==> config.mk <==
export PLATFORM = sky130hd
export DESIGN_NAME = mcu_isp_bridge
export DESIGN_NICKNAME = d
export VERILOG_FILES = /design/src/rtl/mcu_isp_bridge.sv
export SDC_FILE = /design/constraint.sdc
export NUM_CORES = 1
export LEC_CHECK = 0
export CORE_UTILIZATION = 55
export DETAILED_ROUTE_END_ITERATION = 16
export PLACE_DENSITY_LB_ADDON = 0.08
export SKIP_LAST_GASP = 1
export SLEW_MARGIN = 10
export SYNTH_ARGS = -nofsm -noshare
export SYNTH_HDL_FRONTEND = slang
export SYNTH_SLANG_ARGS = --single-unit
==> constraint.sdc <==
create_clock -name clk -period 6.65 [get_ports clk]
set_input_delay 1.33 -clock clk [delete_from_list [all_inputs] [get_ports clk]]
set_output_delay 1.33 -clock clk [all_outputs]
set_load 0.02 [all_outputs]
==> src/rtl/mcu_isp_bridge.sv <==
// MCU shell between a host UART and an SPI NOR flash: boots a 4-byte word, then echoes or tunnels ISP commands.
// Optional: define MCU_ECHO_EN to retransmit every normal-mode UART byte.
module mcu_isp_bridge #(
  parameter int unsigned FLASH_ABITS = 24,
  parameter int unsigned BAUD_DIV    = 32,
  parameter int unsigned BOOT_ADDR   = 0
) (
  input  logic       clk,
  input  logic       rst_n,
  input  logic       rxd,
  output logic       txd,
  output logic       sclk,
  output logic       cs_n,
  input  logic [3:0] qdi,
  output logic [3:0] qdo,
  output logic [3:0] oe
);

  localparam int unsigned NAB   = FLASH_ABITS / 8;
  localparam int unsigned HALF  = BAUD_DIV / 2;
  localparam int unsigned CW    = $clog2(BAUD_DIV + 1);
  localparam logic [31:0] ABUF0 = 32'(BOOT_ADDR) << (32 - FLASH_ABITS);

  typedef enum logic [3:0] {
    S_IDLE, S_CMD, S_ADDR, S_DATA, S_DONE, S_PING, S_WR, S_RD, S_RDTX
  } state_t;

  state_t state, state_d;
  logic cs_n_d, isp, isp_d, wr_pend, wr_pend_d, esc, esc_d;
  logic [31:0] bw, bw_d, abuf, abuf_d;
  logic [5:0] rcnt, rcnt_d;
  logic [1:0] mat, mat_d, idx, idx_d;
  logic rx_take_c, tx_start_c, spi_start_c;
  logic [7:0] tx_byte_c, spi_byte_c;

  logic unused_qdi;
  assign unused_qdi = ^{qdi[3:2], qdi[0]};

  // UART receiver: start validated at mid-bit, data and stop sampled mid-bit
  logic rx_s1, rx_s2, rx_busy, rx_valid, rx_pend;
  logic [3:0] rx_bit;
  logic [CW-1:0] rx_cnt;
  logic [7:0] rx_sh, rx_hold;

  always_ff @(posedge clk or negedge rst_n) begin
    if (!rst_n) begin
      rx_s1 <= 1'b1; rx_s2 <= 1'b1; rx_busy <= 1'b0; rx_valid <= 1'b0;
      rx_bit <= 4'd0; rx_cnt <= '0; rx_sh <= 8'h00;
    end else begin
      rx_s1 <= rxd;
      rx_s2 <= rx_s1;
      rx_valid <= 1'b0;
      if (!rx_busy) begin
        rx_cnt <= '0;
        rx_bit <= 4'd0;
        if (!rx_s2) rx_busy <= 1'b1;
      end else if (rx_cnt == ((rx_bit == 4'd0) ? CW'(HALF - 1) : CW'(BAUD_DIV - 1))) begin
        rx_cnt <= '0;
        if (rx_bit == 4'd0) begin
          if (rx_s2) rx_busy <= 1'b0;
          else       rx_bit  <= 4'd1;
        end else if (rx_bit == 4'd9) begin
          rx_busy  <= 1'b0;
          rx_valid <= rx_s2;
        end else begin
          rx_sh  <= {rx_s2, rx_sh[7:1]};
          rx_bit <= rx_bit + 4'd1;
        end
      end else begin
        rx_cnt <= rx_cnt + CW'(1);
      end
    end
  end

  // One-byte holding register so bytes arriving during a stall are kept
  always_ff @(posedge clk or negedge rst_n) begin
    if (!rst_n) begin
      rx_pend <= 1'b0; rx_hold <= 8'h00;
    end else if (rx_valid) begin
      rx_pend <= 1'b1; rx_hold <= rx_sh;
    end else if (rx_take_c) begin
      rx_pend <= 1'b0;
    end
  end

  // UART transmitter
  logic tx_busy;
  logic [8:0] tx_sh;
  logic [3:0] tx_bit;
  logic [CW-1:0] tx_cnt;

  always_ff @(posedge clk or negedge rst_n) begin
    if (!rst_n) begin
      txd <= 1'b1; tx_busy <= 1'b0; tx_sh <= 9'h1FF; tx_bit <= 4'd0; tx_cnt <= '0;
    end else if (tx_start_c) begin
      txd <= 1'b0; tx_busy <= 1'b1; tx_sh <= {1'b1, tx_byte_c}; tx_bit <= 4'd0; tx_cnt <= '0;
    end else if (tx_busy) begin
      if (tx_cnt == CW'(BAUD_DIV - 1)) begin
        tx_cnt <= '0;
        if (tx_bit == 4'd9) begin
          tx_busy <= 1'b0;
        end else begin
          txd    <= tx_sh[0];
          tx_sh  <= {1'b1, tx_sh[8:1]};
          tx_bit <= tx_bit + 4'd1;
        end
      end else begin
        tx_cnt <= tx_cnt + CW'(1);
      end
    end
  end

  // SPI mode-0 byte engine, sclk = clk/2, 16 clocks per byte
  logic spi_busy, spi_done, mosi;
  logic [6:0] spi_sh;
  logic [7:0] spi_rx;
  logic [3:0] spi_cnt;

  always_ff @(posedge clk or negedge rst_n) begin
    if (!rst_n) begin
      sclk <= 1'b0; mosi <= 1'b0; spi_busy <= 1'b0; spi_done <= 1'b0;
      spi_sh <= 7'h00; spi_rx <= 8'h00; spi_cnt <= 4'd0;
    end else begin
      spi_done <= 1'b0;
      if (spi_start_c) begin
        spi_busy <= 1'b1; spi_cnt <= 4'd0;
        mosi <= spi_byte_c[7]; spi_sh <= spi_byte_c[6:0];
      end else if (spi_busy) begin
        spi_cnt <= spi_cnt + 4'd1;
        if (!spi_cnt[0]) begin
          sclk   <= 1'b1;
          spi_rx <= {spi_rx[6:0], qdi[1]};
        end else begin
          sclk   <= 1'b0;
          mosi   <= spi_sh[6];
          spi_sh <= {spi_sh[5:0], 1'b0};
          if (spi_cnt == 4'd15) begin
            spi_busy <= 1'b0;
            spi_done <= 1'b1;
          end
        end
      end
    end
  end

  assign qdo = {2'b11, 1'b0, mosi};

  always_ff @(posedge clk or negedge rst_n) begin
    if (!rst_n) begin
      state <= S_IDLE; cs_n <= 1'b1; oe <= 4'b0000; isp <= 1'b0; bw <= 32'h0;
      rcnt <= 6'd0; mat <= 2'd0; wr_pend <= 1'b0; esc <= 1'b0; idx <= 2'd0; abuf <= ABUF0;
    end else begin
      state <= state_d; cs_n <= cs_n_d; oe <= cs_n_d ? 4'b0000 : 4'b1101;
      isp <= isp_d; bw <= bw_d; rcnt <= rcnt_d; mat <= mat_d;
      wr_pend <= wr_pend_d; esc <= esc_d; idx <= idx_d; abuf <= abuf_d;
    end
  end

  // Boot sequence, then normal/ISP byte handling
  always_comb begin
    state_d = state; cs_n_d = cs_n; isp_d = isp; bw_d = bw; rcnt_d = rcnt; mat_d = mat;
    wr_pend_d = wr_pend; esc_d = esc; idx_d = idx; abuf_d = abuf;
    rx_take_c = 1'b0; tx_start_c = 1'b0; tx_byte_c = rx_hold;
    spi_start_c = 1'b0; spi_byte_c = 8'hFF;
    case (state)
      S_IDLE: begin
        rx_take_c = rx_pend;
        cs_n_d = 1'b0; spi_start_c = 1'b1; spi_byte_c = 8'h03;
        idx_d = 2'd0; abuf_d = ABUF0; state_d = S_CMD;
      end
      S_CMD: begin
        rx_take_c = rx_pend;
        if (spi_done) begin
          spi_start_c = 1'b1; spi_byte_c = abuf[31:24];
          abuf_d = {abuf[23:0], 8'h00}; state_d = S_ADDR;
        end
      end
      S_ADDR: begin
        rx_take_c = rx_pend;
        if (spi_done) begin
          spi_start_c = 1'b1;
          if (idx == 2'(NAB - 1)) begin
            idx_d = 2'd0; state_d = S_DATA;
          end else begin
            spi_byte_c = abuf[31:24]; abuf_d = {abuf[23:0], 8'h00}; idx_d = idx + 2'd1;
          end
        end
      end
      S_DATA: begin
        rx_take_c = rx_pend;
        if (spi_done) begin
          bw_d = {bw[23:0], spi_rx};
          if (idx == 2'd3) begin
            cs_n_d = 1'b1; state_d = S_DONE;
          end else begin
            spi_start_c = 1'b1; idx_d = idx + 2'd1;
          end
        end
      end
      S_DONE: begin
        if (rx_pend && !tx_busy) begin
          rx_take_c = 1'b1;
          if (!isp) begin
`ifdef MCU_ECHO_EN
            tx_start_c = 1'b1;
`else
            tx_start_c = 1'b0;
`endif
            if (mat == 2'd2 && rx_hold == 8'h5A) begin
              isp_d = 1'b1; mat_d = 2'd0; esc_d = 1'b0; wr_pend_d = 1'b0;
            end else if (rx_hold == 8'h12)                 mat_d = 2'd1;
            else if (mat == 2'd1 && rx_hold == 8'hA5)      mat_d = 2'd2;
            else                                           mat_d = 2'd0;
          end else if (wr_pend) begin
            wr_pend_d = 1'b0; spi_start_c = 1'b1; spi_byte_c = rx_hold; state_d = S_WR;
          end else if (esc) begin
            esc_d = 1'b0;
            if (rx_hold == 8'h00) begin
              isp_d = 1'b0; cs_n_d = 1'b1;
            end
          end else begin
            case (rx_hold)
              8'h12: esc_d = 1'b1;
              8'h42: begin idx_d = 2'd0; state_d = S_PING; end
              8'h80: cs_n_d = 1'b1;
              8'h82: begin cs_n_d = 1'b0; wr_pend_d = 1'b1; end
              8'hC2: begin cs_n_d = 1'b0; spi_start_c = 1'b1; state_d = S_RD; end
              default: if (rx_hold >= 8'h01 && rx_hold <= 8'h3F) rcnt_d = rx_hold[5:0];
            endcase
          end
        end
      end
      S_PING: begin
        if (!tx_busy) begin
          tx_start_c = 1'b1;
          case (idx)
            2'd0:    tx_byte_c = bw[31:24];
            2'd1:    tx_byte_c = bw[23:16];
            2'd2:    tx_byte_c = bw[15:8];
            default: tx_byte_c = bw[7:0];
          endcase
          idx_d = idx + 2'd1;
          if (idx == 2'd3) state_d = S_DONE;
        end
      end
      S_WR: if (spi_done) state_d = S_DONE;
      S_RD: if (spi_done) state_d = S_RDTX;
      S_RDTX: begin
        // Forward the byte only once the transmitter is free, then start the next read
        if (!tx_busy) begin
          tx_start_c = 1'b1; tx_byte_c = spi_rx;
          if (rcnt == 6'd0) begin
            state_d = S_DONE;
          end else begin
            rcnt_d = rcnt - 6'd1; spi_start_c = 1'b1; state_d = S_RD;
          end
        end
      end
      default: state_d = S_IDLE;
    endcase
  end

endmodule

# After elaboration in Yosys (flattened, before gate mapping)
# Cells that the tools add are included.
# totals
ff_bits	161
input_bits	7
out_inout_bits	11
wordCells	283
# op_classes
add_sub_neg	7
n_lt_le_gt_ge	2
eq_ne	50
mux	148
n_bitwise	5
reduce_logical	39
# op_table
cell	n
$mux 4	25
$mux 32	3
$pmux 32 s3	1
$mux 6	13
$mux 1	65
$mux 8	8
$ne 2x2->1 const B	20
$mux 9	4
$pmux 4 s9	1
$eq 8x8->1 const B	4
$pmux 8 s4	1
$mux 2	14
$pmux 8 s3	1
$mux 7	3
$eq 4x3->1 const B	4
$eq 4x4->1 const B	4
$eq 8x7->1 const B	2
$pmux 8 s2	1
$reduce_and 3->1	5
$reduce_bool 2->1	7
$add 4x1->4 const B	3
$add 6x1->6 const B	2
$pmux 6 s2	1
$reduce_and 12->1	1
36 further kinds	58

# Depth between registers and ports, before layout
# Gate-level depths: netlist of the first run.
# logic_depth
ltp_word	9
depth_mapped	8

# Worst setup path after synthesis of the first run
# Ideal clock, no wire load.
# synth_path
path_kind	flip-flop to flip-flop
from	register rcnt[0]
to	register spi_rx[0]
t_arrival_ns	2.060
t_required_ns	6.525
setup_slack_ns	4.465
path_stages_with_launch	8
n_path_buf	0
cell_sequence	dfrtp_1 > inv_1 > ha_1 > nand2b_4 > or4_4 > a221oi_4 > nand3b_4 > mux2_4
# synth_between
elab_chain_len	6
# synth_rtl
item	line	text
start: declaration	31	logic [5:0] rcnt, rcnt_d;
start signal: assignment	154	isp <= isp_d; bw <= bw_d; rcnt <= rcnt_d; mat <= mat_d;
$logic_not 6->1	252	if (rcnt == 6'd0) begin
$mux 1	252	
$mux 1	250	if (!tx_busy) begin
$pmux 1 s5	165	case (state)
$not 1->1 (no line)	--	
$reduce_and 3->1 (no line)	--	
end signal: assignment	132	spi_rx <= {spi_rx[6:0], qdi[1]};
end: declaration	116	logic [7:0] spi_rx;
# Every way passes these cells.
# A chain may end at the register's enable or synchronous reset.

==> reports/qor.yml, run 1 <==
vias: 4563
finClkSkew_ns: 0.00560
cts_resized: 0
cp_max_fo: 4
critPathBufInv: 1
worstSetupStartpointType: "register"
async_flop_share_pct: 100
synth_area_leaders: "dfrtp_1 44%, mux2_2 8.9%, dfstp_2 4.9%"
cts_max_path_buffers: 2
synth_area_leader_cell: "dfrtp_1"
worstReg2RegStart: "idx[0]"
setup_viol: 0
clock_latency_ns: 0.41
synth_cells: 614
antenna_cells: 0
rsz0062_at_grt: "false"
worst_path_largest_cell_delay_ns: 0.64
ff2ff_path_depth: 6
yosysWarnings: 0
dp_hpwl_mm: 8.44
max_freq_mhz: 340
die_w_um: 111
cts_root_buffer: "clkbuf_16"
syn_area_per_cell_um2: 10.6
synthMostInstantiatedCell: "dfrtp_1"
start_util_pct: 56.5
cp_cell_sequence: "clkdlybuf4s50_1"
ys_ff_latch: 125
seq_area_frac_synth_pct: 48.5
p_leak_nw: 3.14
dieArea_um2: 12200
core_region_area_um2: 11500
portBuffers: 10
min_path_type: "reg -> reg"
ff2ff_setup_slack_ns: 3.76
slowest_stage: "clkdlybuf4s50_1"
grt_pass1_vias: 4639
final_cells: 762
cp_top_family: "buffers and inverters"
post-cts-setup-buffers: 0
syn-cell-area_um2: 6480
hold_depth: 0
die_h_um: 111
grt_usage_pct: 23.2
ctsHoldBuffers: 0
outcome: "completed"
drive_above_1_share_pct: 18.7
wire_per_inst_um: 16.9
dp.cells: 731
hold_path_startpoint: "rx_s1"
grt-ovfl-total: 0
drv_cap: 0
place_congestion: 0.863
final.period_utilization_pct: 44.3
io_pins: 18
multi_input_comb_area_um2: 3110
tns_ns: 0
firstDrtPassIters: 4
numCtsBuffers: 17
cts_tree: "built"
worstPathArrival_ns: 1.61
synth_edf_count: 0
ir_drop_uv: 297
cts.reportedPaths.clkPinSlew_ns: 0.05
crit_path_end_kind: "primary output"
worst_pin_slew_ns: 1.16
yosysUniqueCellTypes: 73
ant_nets: 0
via_per_inst: 5.99
clock_sinks: 125
hold_viol_final: 0
drv_slew: 0
rows: 39
grt_max_degree: 77
grt_pass1_wl_mm: 22.8
drt_iter0_drc: 274
antenna_found_initial: 0
htree_levels: 4
critPathKind: "reg -> out"
cp_data_required_time_ns: 5.32
seq_area_um2: 3140
r2r_end: "spi_rx[0]"
drc_errors: 0
area_growth_pct: 11.5
fin_crit_ns: 2.94
worst_slew_margin_rel_pct: 22.7
pwr_density_cell_nw_per_um2: 263
wl_mm: 12.9
ys_top_cells_by_count: "113 x dfrtp_1, 51 x mux2_2, 48 x nand2_1"
yosysTopAreaCellShare_pct: 43.6
n_fill_cell: 940
hold_end: "rx_s2"
nets: 628
synth-main-ff-cell: "dfrtp_1"
==> sequential cells by signal (all words and copies together), names as in the netlist, 2 cells and up, named ones only <==
register	count
bw	32
idx	2
mat	2
rcnt	6
rx_bit	4
rx_cnt	6
rx_hold	8
rx_sh	8
spi_cnt	4
spi_rx	8
spi_sh	7
state	4
tx_bit	4
tx_cnt	6
tx_sh	8
==> through the flow <==
stage / utilization (%) / cell area (um^2) / hold WS (ns) / total power, mW / setup WS, ns
finish: 63.0 / 7230 / 0.354 / 1.90 / 3.71
detailed placement: 57.6 / 6610 / 0.349 / 0.957 / 3.77
floorplan: - / 6490 / 0.345 / 0.918 / 4.47
global route: 63.0 / 7230 / 0.357 / 1.98 / 3.48
global placement: 57.6 / 6610 / 0.348 / 0.947 / 3.83
CTS: 63.0 / 7230 / 0.356 / 1.92 / 3.69
==> final cells by class <==
cell class | instances | area share, %
clock buffer | 26 | 7.18
clock inverter | 5 | 1.42
inverter | 15 | 0.779
multi-input combinational | 435 | 43.0
sequential | 125 | 43.5
tap | 143 | 2.48
timing repair buffer | 13 | 1.66
==> placed cells by master, fill, tap and decap left out, types with 11 or more instances in the layout <==
cell type,netlist,routed
dfrtp_1,113,113
mux2_2,51,51
nand2_1,48,48
o21ai_0,38,38
nor2_1,38,38
a21oi_1,26,26
nor2b_1,17,17
clkbuf_16,0,17
inv_1,15,15
nand3_1,14,14
ha_1,14,14
dfstp_2,12,12
nor3_1,12,11
a22oi_1,11,11
a211oi_1,11,11
==> metal layers <==
layer | vias to the layer above | GRT usage, % | part of all wire (%)
met5 | - | 0 | 0
met4 | 0 | 8.27 | 1.3
met3 | 14 | 4.83 | 2.6
met2 | 58 | 37.5 | 49
met1 | 2284 | 30.9 | 47
li1 | 2207 | - | -
==> logic make-up (layout without fill, tap and decap cells) <==
logic type | Yosys count | count (layout) | synth area share, %
and+or+nand+nor | 185 | 185 | 15.2
AOI/OAI and AO/OA | 151 | 151 | 15.9
DFF | 125 | 125 | 48.5
muxes | 64 | 64 | 11.5
buffers and inverters | 56 | 59 | 3.76
xor gates and xnor gates | 17 | 17 | 2.30
adders and majority gates | 14 | 14 | 2.70
other | 2 | 4 | 0.116
==> report_power, final <==
part / internal [mW] / leakage, nW / switching, mW
combinational: 0.0505 / 1.21 / 0.0630
clock: 0.647 / 0.303 / 0.314
sequential: 0.795 / 1.63 / 0.0347
==> worst max path at each step <==
stage	startpoint	endpoint	slack [ns]	cells after the start
2_1_floorplan	rcnt[0]	spi_rx[0]	4.47	7
3_3_place_gp	idx[0]	spi_rx[5]	3.83	6
3_5_place_dp	idx[0]	spi_rx[0]	3.77	6
4_1_cts	register	cs_n	3.69	1
5_1_grt	idx[0]	spi_rx[2]	3.48	6
6_report	register	cs_n	3.71	1
(Power assumes the default switching activity.)
==> inputs of run 2 (changes only) <==
Clock period 6.65 ns to 2.6 ns, I/O delays scaled along.
==> reports/qor.yml, run 2 (synthesis gave the netlist of run 1 again) <==
portBuffers: 10  # unchanged
dp.cells: 755  # +3.3%
grt_usage_pct: 24.0  # +0.84 points
switching_share_pct: 22.1  # +0.47 points
finClkSkew_ns: 0.00722  # +0.00162 ns
tns_ns: 0  # unchanged
ctsHoldBuffers: 0  # unchanged
pwr-share-comb_pct: 5.9  # about the same
crit_path_end_kind: "register"
ant_nets: 0  # unchanged
p_seq_share_pct: 42.6  # -1.0 points
via_per_inst: 5.98  # about the same
firstDrtPassIters: 5  # +1
dpl_cell_area_um2: 6790  # +2.8%
io_pins: 18  # unchanged
worst_pin_slew_ns: 1.15  # -0.0130 ns
worst_slew_margin_rel_pct: 23.5  # +0.86 points
drt_iter0_drc: 333  # +22%
wl_met1_mm: 6.22  # +3.4%
post-cts-setup-buffers: 0  # unchanged
cts_tree: "built"
area_growth_pct: 14.7
top_layer: "met4"
clock_latency_ns: 0.42  # about the same
design_area_um2: 7430  # +2.8%
htree_levels: 4  # unchanged
setup_viol: 0  # unchanged
nets: 652  # +3.8%
worstPathArrival_ns: 2.68  # +1.07 ns
numCtsBuffers: 17  # unchanged
grt_max_degree: 45  # -42%
intPower_mw: 3.88  # +160%
seq_area_um2: 3140  # unchanged
ff2ff_setup_slack_ns: 0.22  # -3.54 ns
grt-ovfl-total: 0  # unchanged
crit_top_cell: "o22ai_1"
core_region_area_um2: 11500  # unchanged
cts_resized: 0  # unchanged
die_h_um: 111  # unchanged
ir_drop_uv: 874  # +190%
fin_crit_ns: 2.38
final.period_utilization_pct: 91.4
p_switching_mw: 1.10  # +170%
die_w_um: 111  # unchanged
layout_commonest_cell: "dfrtp_1"
antenna_found_initial: 0  # unchanged
worstSetupStartpointType: "register"
wl_met2_mm: 6.40  # +0.23%
top_register: "bw"
vias: 4710  # +3.2%
dp_hpwl_mm: 8.95  # +6.1%
drc_errors: 0  # unchanged
outcome: "completed"
cp_max_fo: 18  # +14
antenna_cells: 0  # unchanged
hold_viol_final: 0  # unchanged
largest_reg_flops: 32  # unchanged
critPathKind: "reg -> reg"
cp_cell_sequence: "or3b_2, a21oi_1, o22ai_1, nor2b_1, o22ai_1"
cts_root_buffer: "clkbuf_16"
n_fill_cell: 881  # -6.3%
worst_path_largest_cell_delay_ns: 0.88  # +0.24 ns
rows: 39  # unchanged
cts_max_path_buffers: 2  # unchanged
fin_util_pct: 64.8  # +1.8 points
grt_pass1_wl_mm: 23.3  # +2.1%
dieArea_um2: 12200  # unchanged
grt_pass1_vias: 4717  # +1.7%
wire_per_inst_um: 16.9  # about the same
drv_cap: 0  # unchanged
drive_above_1_share_pct: 21.9  # +3.2 points
wl_met3_um: 461  # +38%
slowest_stage: "o22ai_1"
max_freq_mhz: 421
pwr_density_cell_nw_per_um2: 671  # +150%
final_cells: 787  # +3.3%
rsz0062_at_grt: "false"
clockPowerShare_pct: 51.5  # +1.0 points
multi_input_comb_area_um2: 3100  # -0.16%
drv_slew: 0  # unchanged
clock_sinks: 125  # unchanged
whs_ns: 0.104  # -0.251 ns
start_util_pct: 56.5  # unchanged
p_leak_nw: 3.27  # +4.2%
wl_mm: 13.3  # +3.3%
cts.reportedPaths.clkPinSlew_ns: 0.06  # about the same
cp_data_required_time_ns: 2.90  # -2.42 ns
layout_common_cells: "113 x dfrtp_1, 51 x mux2_2, 48 x nand2_1, 38 x o21ai_0, 38 x nor2_1"
place_congestion: 0.880  # +2.0%
min_path_type: "in -> async"
## run 2: cell types whose count changed in the layout (fill, tap and decap cells not counted), moves of 2 or more
cell	delta
buf_4	+23
clkbuf_8	-5
clkinv_2	+3
bufinv_16	+2
clkinvlp_4	+2
## run 2: final cells by class
class                   count  share of cell area [%]
flip-flops and latches    125                    42.3
multi-input cells         435                    41.7
clock buffers              20                    6.01
repair buffers             37                    4.21
clock inverters            12                    2.59
well taps                 143                    2.41
inverters                  15                   0.757
## run 2: worst paths after layout
path                          start       end  cells after the start
max                        state[0]  tx_sh[7]                      5
min                           rst_n    bw[12]                      1
max reg2reg                state[0]  tx_sh[7]                      5
min reg2reg                   rx_s1     rx_s2                      0
max in group asynchronous     rst_n  tx_sh[1]                      2
min in group clk              rx_s1     rx_s2                      0
## run 2: per-stage QoR
| step | setup slack (ns) | power (mW) |
|---|---|---|
| 6_report | 0.223 | 4.98 |
| 5_1_grt | 0.00320 | 5.19 |
| 4_1_cts | 0.234 | 5.03 |
| 3_5_place_dp | 0.260 | 2.45 |
| 3_3_place_gp | 0.324 | 2.43 |
| 2_1_floorplan | 0.415 | 2.35 |
## run 2: power groups by stage
stage | Clock [mW] | Sequential (mW) | Combinational [mW]
2_1_floorplan | 0 | 2.12 | 0.231
3_3_place_gp | 0 | 2.15 | 0.284
3_5_place_dp | 0 | 2.15 | 0.303
4_1_cts | 2.61 | 2.12 | 0.303
5_1_grt | 2.70 | 2.14 | 0.352
6_report | 2.57 | 2.12 | 0.296
## run 2: worst max-delay path: cells and delay by family (launching register included)
family | cells | cell delay [ns]
flops | 1 | 0.69
simple gates | 2 | 0.51
compound gates | 3 | 1.06
## run 2: metal layers
layer,track usage [%],vias up
met1,31.8,2353
met3,6.04,18
li1,-,2247
met5,0,-
met2,37.6,92
met4,10.2,0
==> inputs of run 3 (changes only) <==
Settings changed: CORE_UTILIZATION 55 to 40, SLEW_MARGIN 10 to unset.
==> reports/qor.yml, run 3 (synthesis gave the netlist of run 1 again) <==
outcome: "completed"
worstPathArrival_ns: 2.71  # +0.03 ns
vias: 4588  # -2.6%
dp_hpwl_mm: 9.24  # +3.2%
worst_path_largest_cell_delay_ns: 0.73  # -0.15 ns
hold_viol_final: 0  # unchanged
intPower_mw: 3.53  # -9.2%
cp_top_family: "compound AO/OA/AOI/OAI gates"
wl_mm: 13.8  # +3.8%
grt_usage_pct: 18.4  # -5.6 points
cts_resized: 0  # unchanged
n_fill_cell: 1484  # +68%
fin_crit_ns: 2.42  # +0.0382 ns
ant_nets: 0  # unchanged
p_switching_mw: 1.07  # -2.8%
clock_sinks: 125  # unchanged
top_layer: "met4"
via_per_inst: 5.33  # -11%
wl_met3_um: 369  # -20%
critPathBufInv: 1  # +1
crit_path_end_kind: "register"
min_path_type: "in -> async"
worstSetupStartpointType: "register"
top_register: "bw"
tns_ns: 0  # unchanged
path_depth: 6  # +1
drc_errors: 0  # unchanged
pwr-share-comb_pct: 6.3  # +0.4 points
ff2ff_path_depth: 6  # +1
ir_drop_uv: 425  # -51%
cp_cell_sequence: "buf_4, xor2_1, a22o_1, a21o_1, a311oi_1, mux2_2"
portBuffers: 10  # unchanged
antenna_found_initial: 0  # unchanged
wl_met2_mm: 6.67  # +4.2%
layout_common_cells: "113 x dfrtp_1, 51 x mux2_2, 48 x nand2_1, 38 x o21ai_0, 38 x nor2_1"
die_h_um: 129  # +17%
pwr_density_cell_nw_per_um2: 619  # -7.7%
wire_per_inst_um: 16.1  # -5.0%
finalPower_mw: 4.60  # -7.8%
grt_pass1_vias: 4675  # -0.89%
p_seq_share_pct: 46.2  # +3.6 points
area_growth_pct: 14.6  # about the same
cts_root_buffer: "clkbuf_16"
layout_commonest_cell: "dfrtp_1"
p_leak_nw: 3.22  # -1.5%
setup_viol: 0  # unchanged
grt_pass1_wl_mm: 23.8  # +2.1%
final.period_utilization_pct: 92.9  # +1.5 points
largest_reg_flops: 32  # unchanged
drive_above_1_share_pct: 21.1  # -0.78 points
ctsHoldBuffers: 0  # unchanged
rows: 46  # +18%
finClkSkew_ns: 0.00852  # +0.00130 ns
dieArea_um2: 16700  # +37%
core_region_area_um2: 15800  # +38%
firstDrtPassIters: 4  # -1
start_util_pct: 41.0  # -16 points
drt_iter0_drc: 297  # -11%
io_pins: 18  # unchanged
critPathKind: "reg -> reg"
post-cts-setup-buffers: 0  # unchanged
grt_max_degree: 126  # +180%
worst_pin_slew_ns: 0.842  # -0.305 ns
numCtsBuffers: 17  # unchanged
switching_share_pct: 23.3  # +1.2 points
drv_slew: 0  # unchanged
rsz0062_at_grt: "false"
nets: 652  # unchanged
drv_cap: 0  # unchanged
slowest_stage: "dfrtp_1"
grt-ovfl-total: 0  # unchanged
cts_max_path_buffers: 2  # unchanged
place_congestion: 0.862  # -2.0%
antenna_cells: 0  # unchanged
cts.reportedPaths.clkPinSlew_ns: 0.05  # about the same
max_freq_mhz: 414  # -1.6%
cts_tree: "built"
cp_max_fo: 21  # +3
die_w_um: 129  # +17%
wl_met1_mm: 6.71  # +7.9%
clock_latency_ns: 0.41  # about the same
cp_data_required_time_ns: 2.89  # about the same
clockPowerShare_pct: 47.5  # -4.0 points
worst_slew_margin_rel_pct: 43.7  # +20 points
htree_levels: 4  # unchanged
multi_input_comb_area_um2: 3100  # unchanged
seq_area_um2: 3140  # unchanged
run 3: worst register-to-register path, stage by stage, from the launching register on:
cell and delay (ns):
dfrtp_1 0.73, buf_4 0.26, xor2_1 0.11, a22o_1 0.27, a21o_1 0.19, a311oi_1 0.37, mux2_2 0.38
run 3: layout make-up:
type,instances,area share [%]
well taps,216,3.64
repair buffers,37,4.21
inverters,15,0.758
clock inverters,6,0.842
multi-input cells,435,41.8
clock buffers,26,6.45
flip-flops and latches,125,42.3
run 3: final timing paths:
path / startpoint / to / slack, ns
setup / recovery: state[1] / state[1] / 0.18
hold / removal: rst_n / bw[27] / 0.19
setup reg to reg: state[1] / state[1] / 0.18
hold reg to reg: rx_s1 / rx_s2 / 0.37
max in group asynchronous: rst_n / state[0] / 1.86
min in group clk: rx_s1 / rx_s2 / 0.37
run 3: power by group through the flow:
stage	Combinational, mW	Clock (mW)	Sequential (mW)
CTS	0.297	2.25	2.12
global route	0.340	2.34	2.14
finish	0.288	2.18	2.13
global placement	0.281	0	2.15
detailed placement	0.299	0	2.15
floorplan	0.231	0	2.12
run 3: per-layer routing:
| metal | vias up | track usage [%] |
|---|---|---|
| met5 | - | 0 |
| met4 | 0 | 5.40 |
| met3 | 7 | 4.75 |
| met2 | 60 | 29.7 |
| met1 | 2272 | 24.4 |
| li1 | 2249 | - |
run 3: metrics by stage:
step | utilization, % | setup WS [ns] | cell area (um^2) | cells | hold slack [ns]
after detailed placement | 43.5 | 0.194 | 6890 | 828 | 0.376
after floorplan | - | 0.415 | 6490 | 616 | 0.224
after global routing | 46.9 | 0.0553 | 7430 | 860 | 0.276
after CTS | 46.9 | 0.190 | 7430 | 860 | 0.244
after global placement | 43.5 | 0.284 | 6890 | 828 | 0.379
final | 46.9 | 0.185 | 7430 | 860 | 0.186
